--- src/rtl/frame_sched_if.sv ---
// Render-side bus of the frame scheduler: pixel-address stream to ppl and
// the map block-write port with its edit request/acknowledge pair.
interface frame_sched_if;
    // pix: a transfer happens in every cycle where pix_valid && pix_ready;
    // once raised, pix_valid and pix_addr hold until that transfer.
    // edit: edit_req/addr/data hold until the one-cycle edit_ack.
    logic        pix_valid;
    logic        pix_ready;
    logic [19:0] pix_addr;
    logic        edit_req;
    logic [14:0] edit_addr;
    logic [4:0]  edit_data;
    logic        edit_ack;
    logic        write_en;
    logic [14:0] write_addr;
    logic [4:0]  write_data;

    modport master (
        output pix_valid, pix_addr, edit_ack, write_en, write_addr, write_data,
        input  pix_ready, edit_req, edit_addr, edit_data
    );

    modport slave (
        input  pix_valid, pix_addr, edit_ack, write_en, write_addr, write_data,
        output pix_ready, edit_req, edit_addr, edit_data
    );
endinterface

--- src/rtl/frame_sched.sv ---
// Frame scheduler: freezes the pose, streams every pixel address of a frame,
// waits for the pipeline to drain, and lets map edits in only between frames.
module frame_sched #(
    parameter int H_DISP    = 32,
    parameter int V_DISP    = 24,
    parameter int DRAIN_CYC = 16,
    parameter int POS_W     = 18,
    parameter int ANG_W     = 20
) (
    input  logic             clk,
    input  logic             rst,
    input  logic             i_frame_req,
    input  logic [POS_W-1:0] i_pos_x,
    input  logic [POS_W-1:0] i_pos_y,
    input  logic [POS_W-1:0] i_pos_z,
    input  logic [ANG_W-1:0] i_ang_x,
    input  logic [ANG_W-1:0] i_ang_y,
    output logic [POS_W-1:0] o_p_pos_x,
    output logic [POS_W-1:0] o_p_pos_y,
    output logic [POS_W-1:0] o_p_pos_z,
    output logic [ANG_W-1:0] o_p_angle_x,
    output logic [ANG_W-1:0] o_p_angle_y,
    output logic             o_busy,
    output logic             o_frame_done,
    output logic [7:0]       o_overrun_cnt,
    output logic [1:0]       o_state,
    frame_sched_if.master    bus
);

    localparam int XW = (H_DISP > 1) ? $clog2(H_DISP) : 1;
    localparam int YW = (V_DISP > 1) ? $clog2(V_DISP) : 1;
    localparam int CW = $clog2(DRAIN_CYC + 1);

    typedef enum logic [1:0] {
        S_IDLE  = 2'd0,
        S_LATCH = 2'd1,
        S_RUN   = 2'd2,
        S_DRAIN = 2'd3
    } state_t;

    state_t r_state;
    state_t w_state_nxt;

    logic [XW-1:0]    r_x;
    logic [YW-1:0]    r_y;
    logic [19:0]      r_addr;
    logic [CW-1:0]    r_cnt;
    logic             r_done;
    logic [7:0]       r_ovr;
    logic [POS_W-1:0] r_p_pos_x;
    logic [POS_W-1:0] r_p_pos_y;
    logic [POS_W-1:0] r_p_pos_z;
    logic [ANG_W-1:0] r_p_ang_x;
    logic [ANG_W-1:0] r_p_ang_y;

    logic          w_xfer;
    logic          w_x_end;
    logic          w_y_end;
    logic          w_last;
    logic          w_drain_end;
    logic          w_edit_fire;
    logic [XW-1:0] w_x_nxt;
    logic [YW-1:0] w_y_nxt;
    logic [19:0]   w_addr_nxt;

    assign w_xfer      = (r_state == S_RUN) && bus.pix_ready;
    assign w_x_end     = (r_x == XW'(H_DISP - 1));
    assign w_y_end     = (r_y == YW'(V_DISP - 1));
    assign w_last      = w_xfer && w_x_end && w_y_end;
    assign w_drain_end = (r_state == S_DRAIN) && (r_cnt == CW'(DRAIN_CYC - 1));

    // Raster position advances only on an accepted address, so a stall can
    // neither skip nor repeat a pixel.
    always_comb begin
        w_x_nxt = r_x;
        w_y_nxt = r_y;
        if (r_state == S_LATCH) begin
            w_x_nxt = '0;
            w_y_nxt = '0;
        end else if (w_xfer) begin
            if (w_x_end) begin
                w_x_nxt = '0;
                w_y_nxt = w_y_end ? '0 : r_y + 1'b1;
            end else begin
                w_x_nxt = r_x + 1'b1;
            end
        end
    end

    assign w_addr_nxt = 20'(w_y_nxt) * 20'(H_DISP) + 20'(w_x_nxt);

    always_comb begin
        w_state_nxt = r_state;
        w_edit_fire = 1'b0;
        case (r_state)
            S_IDLE: begin
                // A coinciding frame request wins; the edit waits for the next IDLE.
                if (i_frame_req) begin
                    w_state_nxt = S_LATCH;
                end else if (bus.edit_req) begin
                    w_edit_fire = 1'b1;
                end
            end
            S_LATCH: w_state_nxt = S_RUN;
            S_RUN: begin
                if (w_last) begin
                    w_state_nxt = S_DRAIN;
                end
            end
            S_DRAIN: begin
                if (w_drain_end) begin
                    w_state_nxt = S_IDLE;
                end
            end
            default: w_state_nxt = S_IDLE;
        endcase
    end

    always_ff @(posedge clk or posedge rst) begin
        if (rst) begin
            r_state <= S_IDLE;
            r_x     <= '0;
            r_y     <= '0;
            r_addr  <= '0;
            r_cnt   <= '0;
            r_done  <= 1'b0;
        end else begin
            r_state <= w_state_nxt;
            r_x     <= w_x_nxt;
            r_y     <= w_y_nxt;
            r_addr  <= w_addr_nxt;
            r_cnt   <= (r_state == S_DRAIN) ? r_cnt + 1'b1 : '0;
            r_done  <= w_drain_end;
        end
    end

    always_ff @(posedge clk or posedge rst) begin
        if (rst) begin
            r_p_pos_x <= '0;
            r_p_pos_y <= '0;
            r_p_pos_z <= '0;
            r_p_ang_x <= '0;
            r_p_ang_y <= '0;
        end else if (r_state == S_LATCH) begin
            r_p_pos_x <= i_pos_x;
            r_p_pos_y <= i_pos_y;
            r_p_pos_z <= i_pos_z;
            r_p_ang_x <= i_ang_x;
            r_p_ang_y <= i_ang_y;
        end
    end

    // Requests arriving while a frame is in flight are dropped, not queued.
    always_ff @(posedge clk or posedge rst) begin
        if (rst) begin
            r_ovr <= '0;
        end else if (i_frame_req && (r_state != S_IDLE) && (r_ovr != 8'hFF)) begin
            r_ovr <= r_ovr + 8'd1;
        end
    end

    assign bus.pix_valid  = (r_state == S_RUN);
    assign bus.pix_addr   = r_addr;
    assign bus.edit_ack   = w_edit_fire;
    assign bus.write_en   = w_edit_fire;
    assign bus.write_addr = w_edit_fire ? bus.edit_addr : '0;
    assign bus.write_data = w_edit_fire ? bus.edit_data : '0;

    assign o_p_pos_x     = r_p_pos_x;
    assign o_p_pos_y     = r_p_pos_y;
    assign o_p_pos_z     = r_p_pos_z;
    assign o_p_angle_x   = r_p_ang_x;
    assign o_p_angle_y   = r_p_ang_y;
    assign o_busy        = (r_state != S_IDLE);
    assign o_frame_done  = r_done;
    assign o_overrun_cnt = r_ovr;
    assign o_state       = r_state;

endmodule

--- src/flat_wrapper.sv ---
// flat-port wrapper written by rule: the top's interface ports become plain ports
module frame_sched_flat 
#(
    parameter int H_DISP    = 32,
    parameter int V_DISP    = 24,
    parameter int DRAIN_CYC = 16,
    parameter int POS_W     = 18,
    parameter int ANG_W     = 20
)
  (clk, rst, i_frame_req, i_pos_x, i_pos_y, i_pos_z, i_ang_x, i_ang_y, o_p_pos_x, o_p_pos_y, o_p_pos_z, o_p_angle_x, o_p_angle_y, o_busy, o_frame_done, o_overrun_cnt, o_state, bus_pix_valid, bus_pix_addr, bus_edit_ack, bus_write_en, bus_write_addr, bus_write_data, bus_pix_ready, bus_edit_req, bus_edit_addr, bus_edit_data);
  frame_sched_if bus_i ();
  input  logic clk;
  input  logic rst;
  input  logic i_frame_req;
  input  logic [POS_W-1:0] i_pos_x;
  input  logic [POS_W-1:0] i_pos_y;
  input  logic [POS_W-1:0] i_pos_z;
  input  logic [ANG_W-1:0] i_ang_x;
  input  logic [ANG_W-1:0] i_ang_y;
  output logic [POS_W-1:0] o_p_pos_x;
  output logic [POS_W-1:0] o_p_pos_y;
  output logic [POS_W-1:0] o_p_pos_z;
  output logic [ANG_W-1:0] o_p_angle_x;
  output logic [ANG_W-1:0] o_p_angle_y;
  output logic o_busy;
  output logic o_frame_done;
  output logic [7:0] o_overrun_cnt;
  output logic [1:0] o_state;
  output wire logic [$bits(bus_i.pix_valid)-1:0] bus_pix_valid;
  output wire logic [$bits(bus_i.pix_addr)-1:0] bus_pix_addr;
  output wire logic [$bits(bus_i.edit_ack)-1:0] bus_edit_ack;
  output wire logic [$bits(bus_i.write_en)-1:0] bus_write_en;
  output wire logic [$bits(bus_i.write_addr)-1:0] bus_write_addr;
  output wire logic [$bits(bus_i.write_data)-1:0] bus_write_data;
  input wire logic [$bits(bus_i.pix_ready)-1:0] bus_pix_ready;
  input wire logic [$bits(bus_i.edit_req)-1:0] bus_edit_req;
  input wire logic [$bits(bus_i.edit_addr)-1:0] bus_edit_addr;
  input wire logic [$bits(bus_i.edit_data)-1:0] bus_edit_data;
  assign bus_pix_valid = bus_i.pix_valid;
  assign bus_pix_addr = bus_i.pix_addr;
  assign bus_edit_ack = bus_i.edit_ack;
  assign bus_write_en = bus_i.write_en;
  assign bus_write_addr = bus_i.write_addr;
  assign bus_write_data = bus_i.write_data;
  assign bus_i.pix_ready = bus_pix_ready;
  assign bus_i.edit_req = bus_edit_req;
  assign bus_i.edit_addr = bus_edit_addr;
  assign bus_i.edit_data = bus_edit_data;
  frame_sched #(.H_DISP(H_DISP), .V_DISP(V_DISP), .DRAIN_CYC(DRAIN_CYC), .POS_W(POS_W), .ANG_W(ANG_W)) u_core (.clk(clk), .rst(rst), .i_frame_req(i_frame_req), .i_pos_x(i_pos_x), .i_pos_y(i_pos_y), .i_pos_z(i_pos_z), .i_ang_x(i_ang_x), .i_ang_y(i_ang_y), .o_p_pos_x(o_p_pos_x), .o_p_pos_y(o_p_pos_y), .o_p_pos_z(o_p_pos_z), .o_p_angle_x(o_p_angle_x), .o_p_angle_y(o_p_angle_y), .o_busy(o_busy), .o_frame_done(o_frame_done), .o_overrun_cnt(o_overrun_cnt), .o_state(o_state), .bus(bus_i));
endmodule
--- config.mk ---
export PLATFORM = sky130hd
export DESIGN_NAME = frame_sched_flat
export DESIGN_NICKNAME = d
export VERILOG_FILES = /design/src/rtl/frame_sched_if.sv /design/src/rtl/frame_sched.sv /design/src/flat_wrapper.sv
export SDC_FILE = /design/constraint.sdc
export NUM_CORES = 1
export LEC_CHECK = 0
export ABC_CLOCK_PERIOD_IN_PS = 8600
export CAP_MARGIN = 40
export CORE_ASPECT_RATIO = 1.2
export CORE_MARGIN = 2
export CORE_UTILIZATION = 30
export CTS_CLUSTER_SIZE = 12
export DETAILED_ROUTE_END_ITERATION = 16
export HOLD_SLACK_MARGIN = 0.15
export SLEW_MARGIN = 30
export SYNTH_ARGS = -nofsm -noshare
export SYNTH_HDL_FRONTEND = slang
export SYNTH_SLANG_ARGS = --single-unit
--- constraint.sdc ---
create_clock -name clk -period 8.6 [get_ports clk]
set_input_delay 1.72 -clock clk [delete_from_list [all_inputs] [get_ports clk]]
set_output_delay 1.72 -clock clk [all_outputs]
set_load 0.02 [all_outputs]
* After elaboration in Yosys (flattened, before gate mapping) *
Index checks and enable logic that the tools add are counted.

cells by class
  add/sub/neg operators = 5
  equality and inequality tests = 10
  mux-type cells = 17
  reduce and logical (&&, ||, !) cells = 9

operator list
  operator                                       count
  2-to-1 mux 5 bit                               9
  adder 5 x 1 -> 5 bit, second input constant    3
  2-to-1 mux 15 bit                              1
  adder 10 x 5 -> 11 bit                         1
  == test 5 bit, second input constant           2
  adder 8 x 1 -> 8 bit, second input constant    1
  != test 8 bit, second input constant           1
  one-hot mux 2 bit (4 select lines)             1
  logical AND 1 bit                              6
  2-to-1 mux 2 bit                               3
  == test 5 x 4 -> 1 bit, second input constant  1
  == test 2 bit, second input constant           2
  != test 2 x 1 -> 1 bit, second input constant  2
  2-to-1 mux 1 bit                               3
  AND reduction 3 bit                            1
  == test 2 x 1 -> 1 bit, second input constant  1
  logical NOT 2 bit                              1
  != test 2 bit, second input constant           1
  nonzero test 2 bit                             1

storage, ports and cells
  register bits = 140
  input port bits = 119

* Depth between registers and ports, before layout *
Gate-level depths: netlist of run 1.

  depth in word-level cells = 6
  mapped depth = 8
  mapped depth without buffers = 7

* Worst setup path after synthesis of run 1 *
Ideal clock, no wire load.

  kind = input-to-output
  start point = in i_frame_req
  end point = out bus_write_addr[10]
  arrival = 2.469 ns
  required time = 6.880 ns
  setup slack = 4.411 ns
  stages on the path = 3
  path buffers = 1
  cells stage by stage = nor3b_1 > buf_2 > and2_1

between the ends
  word-level cells in the longest chain between the ends = 3

ends and longest elaborated chain
  what               line                RTL
  start, declared    flat_wrapper.sv:14  input logic i_frame_req;
  2-to-1 mux 1 bit   frame_sched.sv:98   if (i_frame_req) begin
  2-to-1 mux 1 bit   frame_sched.sv:95   case (r_state)
  net bus_edit_ack   flat_wrapper.sv:31  output wire logic [$bits(bus_i.edit_ack)-1:0] bus_edit_ack;
  2-to-1 mux 15 bit  frame_sched.sv:166  assign bus.write_addr = w_edit_fire ? bus.edit_addr : '0;
  end, declared      flat_wrapper.sv:33  output wire logic [$bits(bus_i.write_addr)-1:0] bus_write_addr;

The timed path passes the listed nets, and every way through them passes these cells.

* Worst setup path in the final report of run 1 *
  start point = in i_frame_req
  end point = out bus_write_addr[11]

between the ends
  word-level cells in the longest chain between the ends = 3

ends and longest elaborated chain
  what               line
  2-to-1 mux 1 bit   frame_sched.sv:98
  2-to-1 mux 1 bit   frame_sched.sv:95
  2-to-1 mux 15 bit  frame_sched.sv:166

Every way passes these cells.

==> results.rst, run 1 <==
.. list-table::
   :header-rows: 1

   * - Metric
     - Value
   * - Time the worst path needs with I/O delays and setup
     - around 5100 ps
   * - Number of violations of the max-capacitance limit
     - 0
   * - Post-layout utilization of the core
     - between 50% and 60%
   * - Data arrival, critical path
     - ~3400 ps
   * - DRT Wirelength
     - 13.2 mm
   * - Clock tree from TritonCTS
     - built
   * - Leading cell type in the layout, fill and taps excluded
     - sky130_fd_sc_hd__clkdlybuf4s50_1
   * - Worst clock skew
     - around 5.6 ps
   * - Number of antenna violations at the first check in global routing
     - 0
   * - Worst slew margin relative to its limit
     - 50.3%
   * - Top Ports
     - approximately 270
   * - Worst hold margin
     - a little under 500 ps
   * - HPWL after detailed placement
     - 9.78 mm
   * - Peak fanout along the critical path
     - 22
   * - Total number of vias
     - around 3800
   * - CORE AREA
     - roughly 16000 um^2
   * - Pin count of the biggest net entering global routing
     - 63
   * - Final weighted congestion of routability-driven global placement
     - between 0.7 and 0.8
   * - Clock-pin transition on the worst setup and hold timing paths
     - 50 ps
   * - Number of filler cells placed in the layout
     - 1431
   * - Leakage power summed over all cells
     - about 3.5 nW
   * - Sinks on Clock Net
     - between 100 and 150
   * - WP data required
     - about 6900 ps
   * - Number of buffers created by CTS
     - 17
   * - Result of the run
     - completed
   * - Proportion of netlist area held by the largest area contributor
     - 59.8%
   * - YS warnings
     - 0
   * - Final-report setup violation count
     - 0
   * - Startpoint class of the critical path
     - input port
   * - Multiplexer share of the synthesized area
     - between 20% and 30%
   * - Total area of multi-input combinational cells
     - 1870 um^2
   * - Latest clock arrival within the worst-skew pair
     - a little over 400 ps
   * - Overall die height
     - between 100 and 150 um
   * - Number of rows created at floorplan
     - slightly above 50
   * - Basic-gate share of the synthesized area counting and, or, nand and nor cells
     - 7.77%
   * - Fmax
     - approximately 0.20 GHz
   * - Number of pins exceeding their max-slew limit in the final report
     - 0
   * - Post-synthesis xor/xnor area fraction
     - less than 1%
   * - Top area cells in the synthesized netlist
     - sky130_fd_sc_hd__dfrtp_1 (60%), sky130_fd_sc_hd__mux2_2 (19%), sky130_fd_sc_hd__mux2_1 (3.1%)
   * - Worst setup path category
     - input port to output pin
   * - Avg Cell Area, Syn
     - between 10 and 15 um^2
   * - Register cell area after layout
     - between 3000 and 4000 um^2
   * - Ratio of cells with drive above 1 in the final layout
     - between 15 and 20%
   * - Type of the tightest min-delay check
     - flip-flop to flip-flop
   * - Async S/R FF share, synth
     - 100%
   * - Area overhead of the layout relative to synthesis
     - 67.6%
   * - Starting Density
     - a little under a third
   * - Total Power
     - between 3 and 4 mW
   * - Layout Nets
     - 754
   * - Via density
     - ~4.5
   * - Fraction of the mapped netlist area in compound gates
     - about 2.4%
   * - Number of detailed-routing iterations run before antenna repair
     - 3
   * - Setup Total Neg Slack
     - 0 ps
   * - Number of gates given a new drive strength after cts
     - 0
   * - RSZ-0062 raised after global routing
     - no
   * - Number of H-tree levels
     - 4
   * - Type of element capturing the critical path
     - output pin
   * - Die ar.
     - about 18000 um^2
   * - Synthesized instance count
     - 360
   * - Deepest clock path buffer count
     - 2
   * - Worst Tran Pin Value
     - 745 ps
   * - Port-buffer cells
     - roughly 260
   * - IR Drop Worst-Case VDD
     - ~0.18 mV
   * - DRC errors left
     - 0
   * - Power per standard cell area
     - roughly 380 nW/um^2
   * - Most frequent cells in the layout
     - sky130_fd_sc_hd__clkdlybuf4s50_1 (257), sky130_fd_sc_hd__dfrtp_1 (120), sky130_fd_sc_hd__mux2_2 (83)
   * - Post-synthesis cell area
     - 5020 um^2
   * - Die width
     - ~120 um
   * - Via count of the first global-routing pass
     - 4029
   * - Main combinational cell family by area after synthesis
     - multiplexers
   * - Number of flip-flops and latches in the synthesized netlist
     - 120
   * - Post-CTS Hold Buffers
     - 0
   * - Count of distinct cell types in the synthesized netlist
     - 38
   * - Routed wire per std cell
     - approximately 16 um
   * - Global-route wire length before repair
     - around 21 mm
   * - Root Buffer Master
     - sky130_fd_sc_hd__clkbuf_16
   * - Final critical-path share of the clock period
     - 59.6%
   * - Count of flip-flops with a built-in enable after synthesis
     - 0
   * - Number of nets with antenna violations after routing
     - 0
   * - Number of buffers inserted to repair setup after CTS
     - 0
   * - Global-route congestion overflow total
     - 0
   * - N_diodes
     - 0
   * - Most common flop cell mapped by yosys
     - sky130_fd_sc_hd__dfrtp_1
   * - Adder-Cell Fraction of Synth Area
     - 2.74%
   * - Cell taking the most area after synthesis
     - sky130_fd_sc_hd__dfrtp_1
   * - GRT Util Overall
     - approximately 15%
   * - Share of synthesized area occupied by flip-flops and latches
     - between 50% and 60%
   * - Detailed Route Iter0 Violations
     - between 100 and 150
   * - Final Hold Vio Count
     - 0
==> layer usage <==
layer | wire length (um) | share of wire, % | up-vias | track usage, %
met5 | 0 | 0 | - | 0
met3 | 1350 | 10 | 22 | 6.94
met2 | 6970 | 53 | 177 | 27.0
met1 | 4630 | 35 | 1880 | 15.3
li1 | - | - | 1763 | -
met4 | 285 | 2.2 | 0 | 6.15
==> where the power goes <==
part,total (mW),internal [mW],switching [mW]
Clock,0.723,0.469,0.254
Sequential,0.978,0.827,0.151
Combinational,1.52,0.805,0.715
==> through the flow <==
step	instances	worst slack (ps)	area, um^2
floorplan	369	3690	5060
global placement	815	3490	7760
detailed placement	815	3470	7760
CTS	847	3470	8370
global route	849	3280	8420
finish	849	3470	8420
==> synthesized netlist by cell type (2+ instances only) <==
master	n
sky130_fd_sc_hd__inv_1	5
sky130_fd_sc_hd__clkbuf_1	3
sky130_fd_sc_hd__mux2_2	83
sky130_fd_sc_hd__mux2_1	14
sky130_fd_sc_hd__nand3_1	4
sky130_fd_sc_hd__nand2_1	5
sky130_fd_sc_hd__nand4_1	3
sky130_fd_sc_hd__ha_1	11
sky130_fd_sc_hd__mux2i_1	4
sky130_fd_sc_hd__buf_4	17
sky130_fd_sc_hd__xor2_1	2
sky130_fd_sc_hd__nor3b_1	2
sky130_fd_sc_hd__nor2_1	17
sky130_fd_sc_hd__and3_1	3
sky130_fd_sc_hd__nand2_2	2
sky130_fd_sc_hd__dfrtp_1	120
sky130_fd_sc_hd__a21oi_1	11
sky130_fd_sc_hd__a31oi_1	2
sky130_fd_sc_hd__and2_1	22
sky130_fd_sc_hd__xnor2_1	3
sky130_fd_sc_hd__nor2b_1	2
sky130_fd_sc_hd__o21ai_0	2
sky130_fd_sc_hd__nor3_1	3
sky130_fd_sc_hd__buf_2	6
==> critical path: stages <==
cell and delay (ps):
sky130_fd_sc_hd__clkdlybuf4s50_1 500, sky130_fd_sc_hd__nor3b_1 210, sky130_fd_sc_hd__buf_4 220, sky130_fd_sc_hd__and2_1 140, sky130_fd_sc_hd__clkdlybuf4s50_1 600
==> cells by family (layout without fill, tap and decap cells) <==
logic type               Yosys count  count (layout)
flip-flops                       120             120
AND/OR/NAND/NOR                   70              70
XOR/XNOR                           5               5
buffers and inverters             32             300
other                              1              10
adder cells (fa/ha/maj)           11              11
AO/OA/AOI/OAI                     20              20
multiplexers                     101             101
==> sequential cells by signal (all words and copies together) (netlist names) <==
register,cells
u_core.o_p_pos_x,18
u_core.r_y,4
u_core.bus.pix_addr,2
u_core.o_p_pos_z,18
u_core.o_overrun_cnt,8
u_core.o_frame_done,1
u_core.r_cnt,5
u_core.o_state,2
u_core.o_p_angle_y,20
u_core.r_x,4
u_core.o_p_angle_x,20
u_core.o_p_pos_y,18
==> final timing paths <==
kind | start | end | slack, ps | cells past startpoint
worst max-delay path | i_frame_req | bus_write_addr[11] | 3470 | 5
worst min-delay path | u_core.r_cnt[0] | u_core.r_cnt[0] | 480 | 1
worst max register to register | u_core.o_state[1] | u_core.o_p_angle_x[15] | 6210 | 4
worst min register to register | u_core.r_cnt[0] | u_core.r_cnt[0] | 480 | 1
max in group asynchronous | rst | u_core.o_p_angle_y[7] | 5890 | 5
min in group asynchronous | rst | u_core.o_p_pos_y[16] | 1560 | 2
==> cell type report <==
type	count	share of cell area, %
Clock buffer	20	5.43
Sequential cell	120	35.7
Clock inverter	12	1.78
Tap cell	212	3.15
Timing Repair Buffer	262	31.4
Multi-Input combinational cell	217	22.3
Inverter	6	0.297
Power figures use the tool's default switching activity.
==> inputs of run 2 (changes only) <==
Settings changed: ABC_CLOCK_PERIOD_IN_PS 8600 to 4990.
Clock period 8.6 ns to 4.99 ns, I/O delays scaled along.
==> results.rst, run 2 (same netlist as run 1, synthesis figures left out) <==
.. list-table::
   :header-rows: 1

   * - Metric
     - Value
   * - Setup Total Neg Slack
     - 0 ps
   * - WP data required
     - between 3000 and 4000 ps
   * - Latest clock arrival within the worst-skew pair
     - ~410 ps
   * - Via count of the first global-routing pass
     - 4113
   * - Layout Nets
     - approximately 750
   * - RSZ-0062 raised after global routing
     - no
   * - Placed cell areas
     - ~8000 um^2
   * - Area overhead of the layout relative to synthesis
     - 67.5%
   * - Type of element capturing the critical path
     - output pin
   * - Path depth of the worst reg2reg path
     - 5
   * - Cell family with most CP delay
     - buffers and inverters
   * - Post-route design area
     - 8410 um^2
   * - Startpoint class of the critical path
     - input port
   * - GRT Util Overall
     - about 15%
   * - Final critical-path setup slack
     - about 1200 ps
   * - Post-CTS Hold Buffers
     - 0
   * - Via density
     - around 4.5
   * - Worst clock skew
     - roughly 11 ps
   * - Chain of cells forming the critical path
     - clkdlybuf4s50_1 -> nor3b_1 -> buf_4 -> and2_1 -> clkdlybuf4s50_1
   * - Die width
     - around 120 um
   * - Detailed Route Iter0 Violations
     - around 110
   * - Result of the run
     - completed
   * - Dominant cell type by count on the critical path
     - sky130_fd_sc_hd__clkdlybuf4s50_1
   * - Worst setup path category
     - input port to output pin
   * - Leading cell type in the layout, fill and taps excluded
     - sky130_fd_sc_hd__clkdlybuf4s50_1
   * - Stages on worst setup path
     - 5
   * - Final Hold Vio Count
     - 0
   * - Final weighted congestion of routability-driven global placement
     - 0.726
   * - Number of pins exceeding their max-slew limit in the final report
     - 0
   * - Routed wire per std cell
     - between 15 and 20 um
   * - Number of antenna violations at the first check in global routing
     - 0
   * - Post-layout utilization of the core
     - approximately half
   * - Total number of vias
     - around 3800
   * - Clock tree from TritonCTS
     - built
   * - Number of violations of the max-capacitance limit
     - 0
   * - Time the worst path needs with I/O delays and setup
     - 3770 ps
   * - Final cell count without fillers
     - 848
   * - Pin count of the biggest net entering global routing
     - between 60 and 70
   * - Number of nets with antenna violations after routing
     - 0
   * - Final-report setup violation count
     - 0
   * - Overall die height
     - ~150 um
   * - Sinks on Clock Net
     - 120
   * - Clock-pin transition on the worst setup and hold timing paths
     - ~50 ps
   * - Hold depth
     - 1
   * - Number of H-tree levels
     - 4
   * - HPWL after detailed placement
     - ~9.9 mm
   * - Leakage power summed over all cells
     - ~3.5 nW
   * - DRC errors left
     - 0
   * - Crit-path slowest cell
     - sky130_fd_sc_hd__clkdlybuf4s50_1
   * - Number of placed cells counting well taps
     - approximately 820
   * - Biggest cell delay along the critical path
     - about 600 ps
   * - Top Ports
     - about 270
   * - Type of the tightest min-delay check
     - flip-flop to flip-flop
   * - IR Drop Worst-Case VDD
     - 0.372 mV
   * - Power per standard cell area
     - roughly 660 nW/um^2
   * - Number of detailed-routing iterations run before antenna repair
     - 4
   * - Global-route wire length before repair
     - roughly 21 mm
   * - CORE AREA
     - 16300 um^2
   * - Data arrival, critical path
     - 2770 ps
   * - Starting Density
     - a little over 30%
   * - Root Buffer Master
     - sky130_fd_sc_hd__clkbuf_16
   * - Ratio of cells with drive above 1 in the final layout
     - a little under 20%
   * - Number of rows created at floorplan
     - between 50 and 60
   * - Number of buffers inserted to repair setup after CTS
     - 0
   * - Port-buffer cells
     - 257
   * - Fmax
     - 0.265 GHz
   * - Number of gates given a new drive strength after cts
     - 0
   * - Deepest clock path buffer count
     - 2
   * - Most frequent cells in the layout
     - sky130_fd_sc_hd__clkdlybuf4s50_1 (257), sky130_fd_sc_hd__dfrtp_1 (120), sky130_fd_sc_hd__mux2_2 (83)
   * - N_diodes
     - 0
   * - DRT Wirelength
     - 13.3 mm
   * - Final critical-path share of the clock period
     - 75.6%
   * - Number of buffers created by CTS
     - 17
   * - Peak fanout along the critical path
     - 22
   * - Die ar.
     - roughly 18000 um^2
   * - Worst slack at placement
     - approximately 1200 ps
   * - Crit path buf inv count
     - 3
   * - Global-route congestion overflow total
     - 0
   * - Worst slew margin relative to its limit
     - ~52%
   * - Worst Tran Pin Value
     - approximately 720 ps
## run 2: cell types whose count changed in the layout (fill, tap and decap cells not counted), sizes merged
| cell | delta |
|---|---|
| buf | -1 |
| clkbuf | -2 |
| clkinvlp | -1 |
| inv | +3 |
## run 2: layer usage
metal,up-vias,routed length (um),global-route usage [%]
met5,-,0,0
met4,0,240,5.75
met1,1865,4620,14.8
li1,1761,-,-
met2,184,7090,27.6
met3,17,1370,6.31
## run 2: final cells by class
class / instances / area, um^2
fill: 1458 / 7920
sequential: 120 / 3000
timing repair buffer: 261 / 2640
multi-input combinational: 217 / 1870
clock buffer: 18 / 439
tap: 212 / 265
clock inverter: 14 / 173
inverter: 6 / 25.0
## run 2: worst paths after layout
path | from | to | slack (ps)
max | i_frame_req | bus_write_addr[4] | 1220
min | u_core.r_cnt[0] | u_core.r_cnt[0] | 460
max reg2reg | u_core.o_state[1] | u_core.o_p_pos_z[6] | 2760
min reg2reg | u_core.r_cnt[0] | u_core.r_cnt[0] | 460
max in group asynchronous | rst | u_core.o_p_angle_x[5] | 3100
min in group asynchronous | rst | u_core.o_p_pos_y[3] | 1060
## run 2: where the power goes
group          switching [mW]  internal [mW]
clock network           0.461          0.802
logic                    1.23           1.41
registers               0.260           1.43
total                    1.95           3.63
## run 2: stage by stage
stage | hold WS (ps) | power, mW
floorplan | 433 | 3.12
global placement | 450 | 4.30
detailed placement | 455 | 4.37
CTS | 462 | 5.67
global route | 493 | 5.91
finish | 457 | 5.59
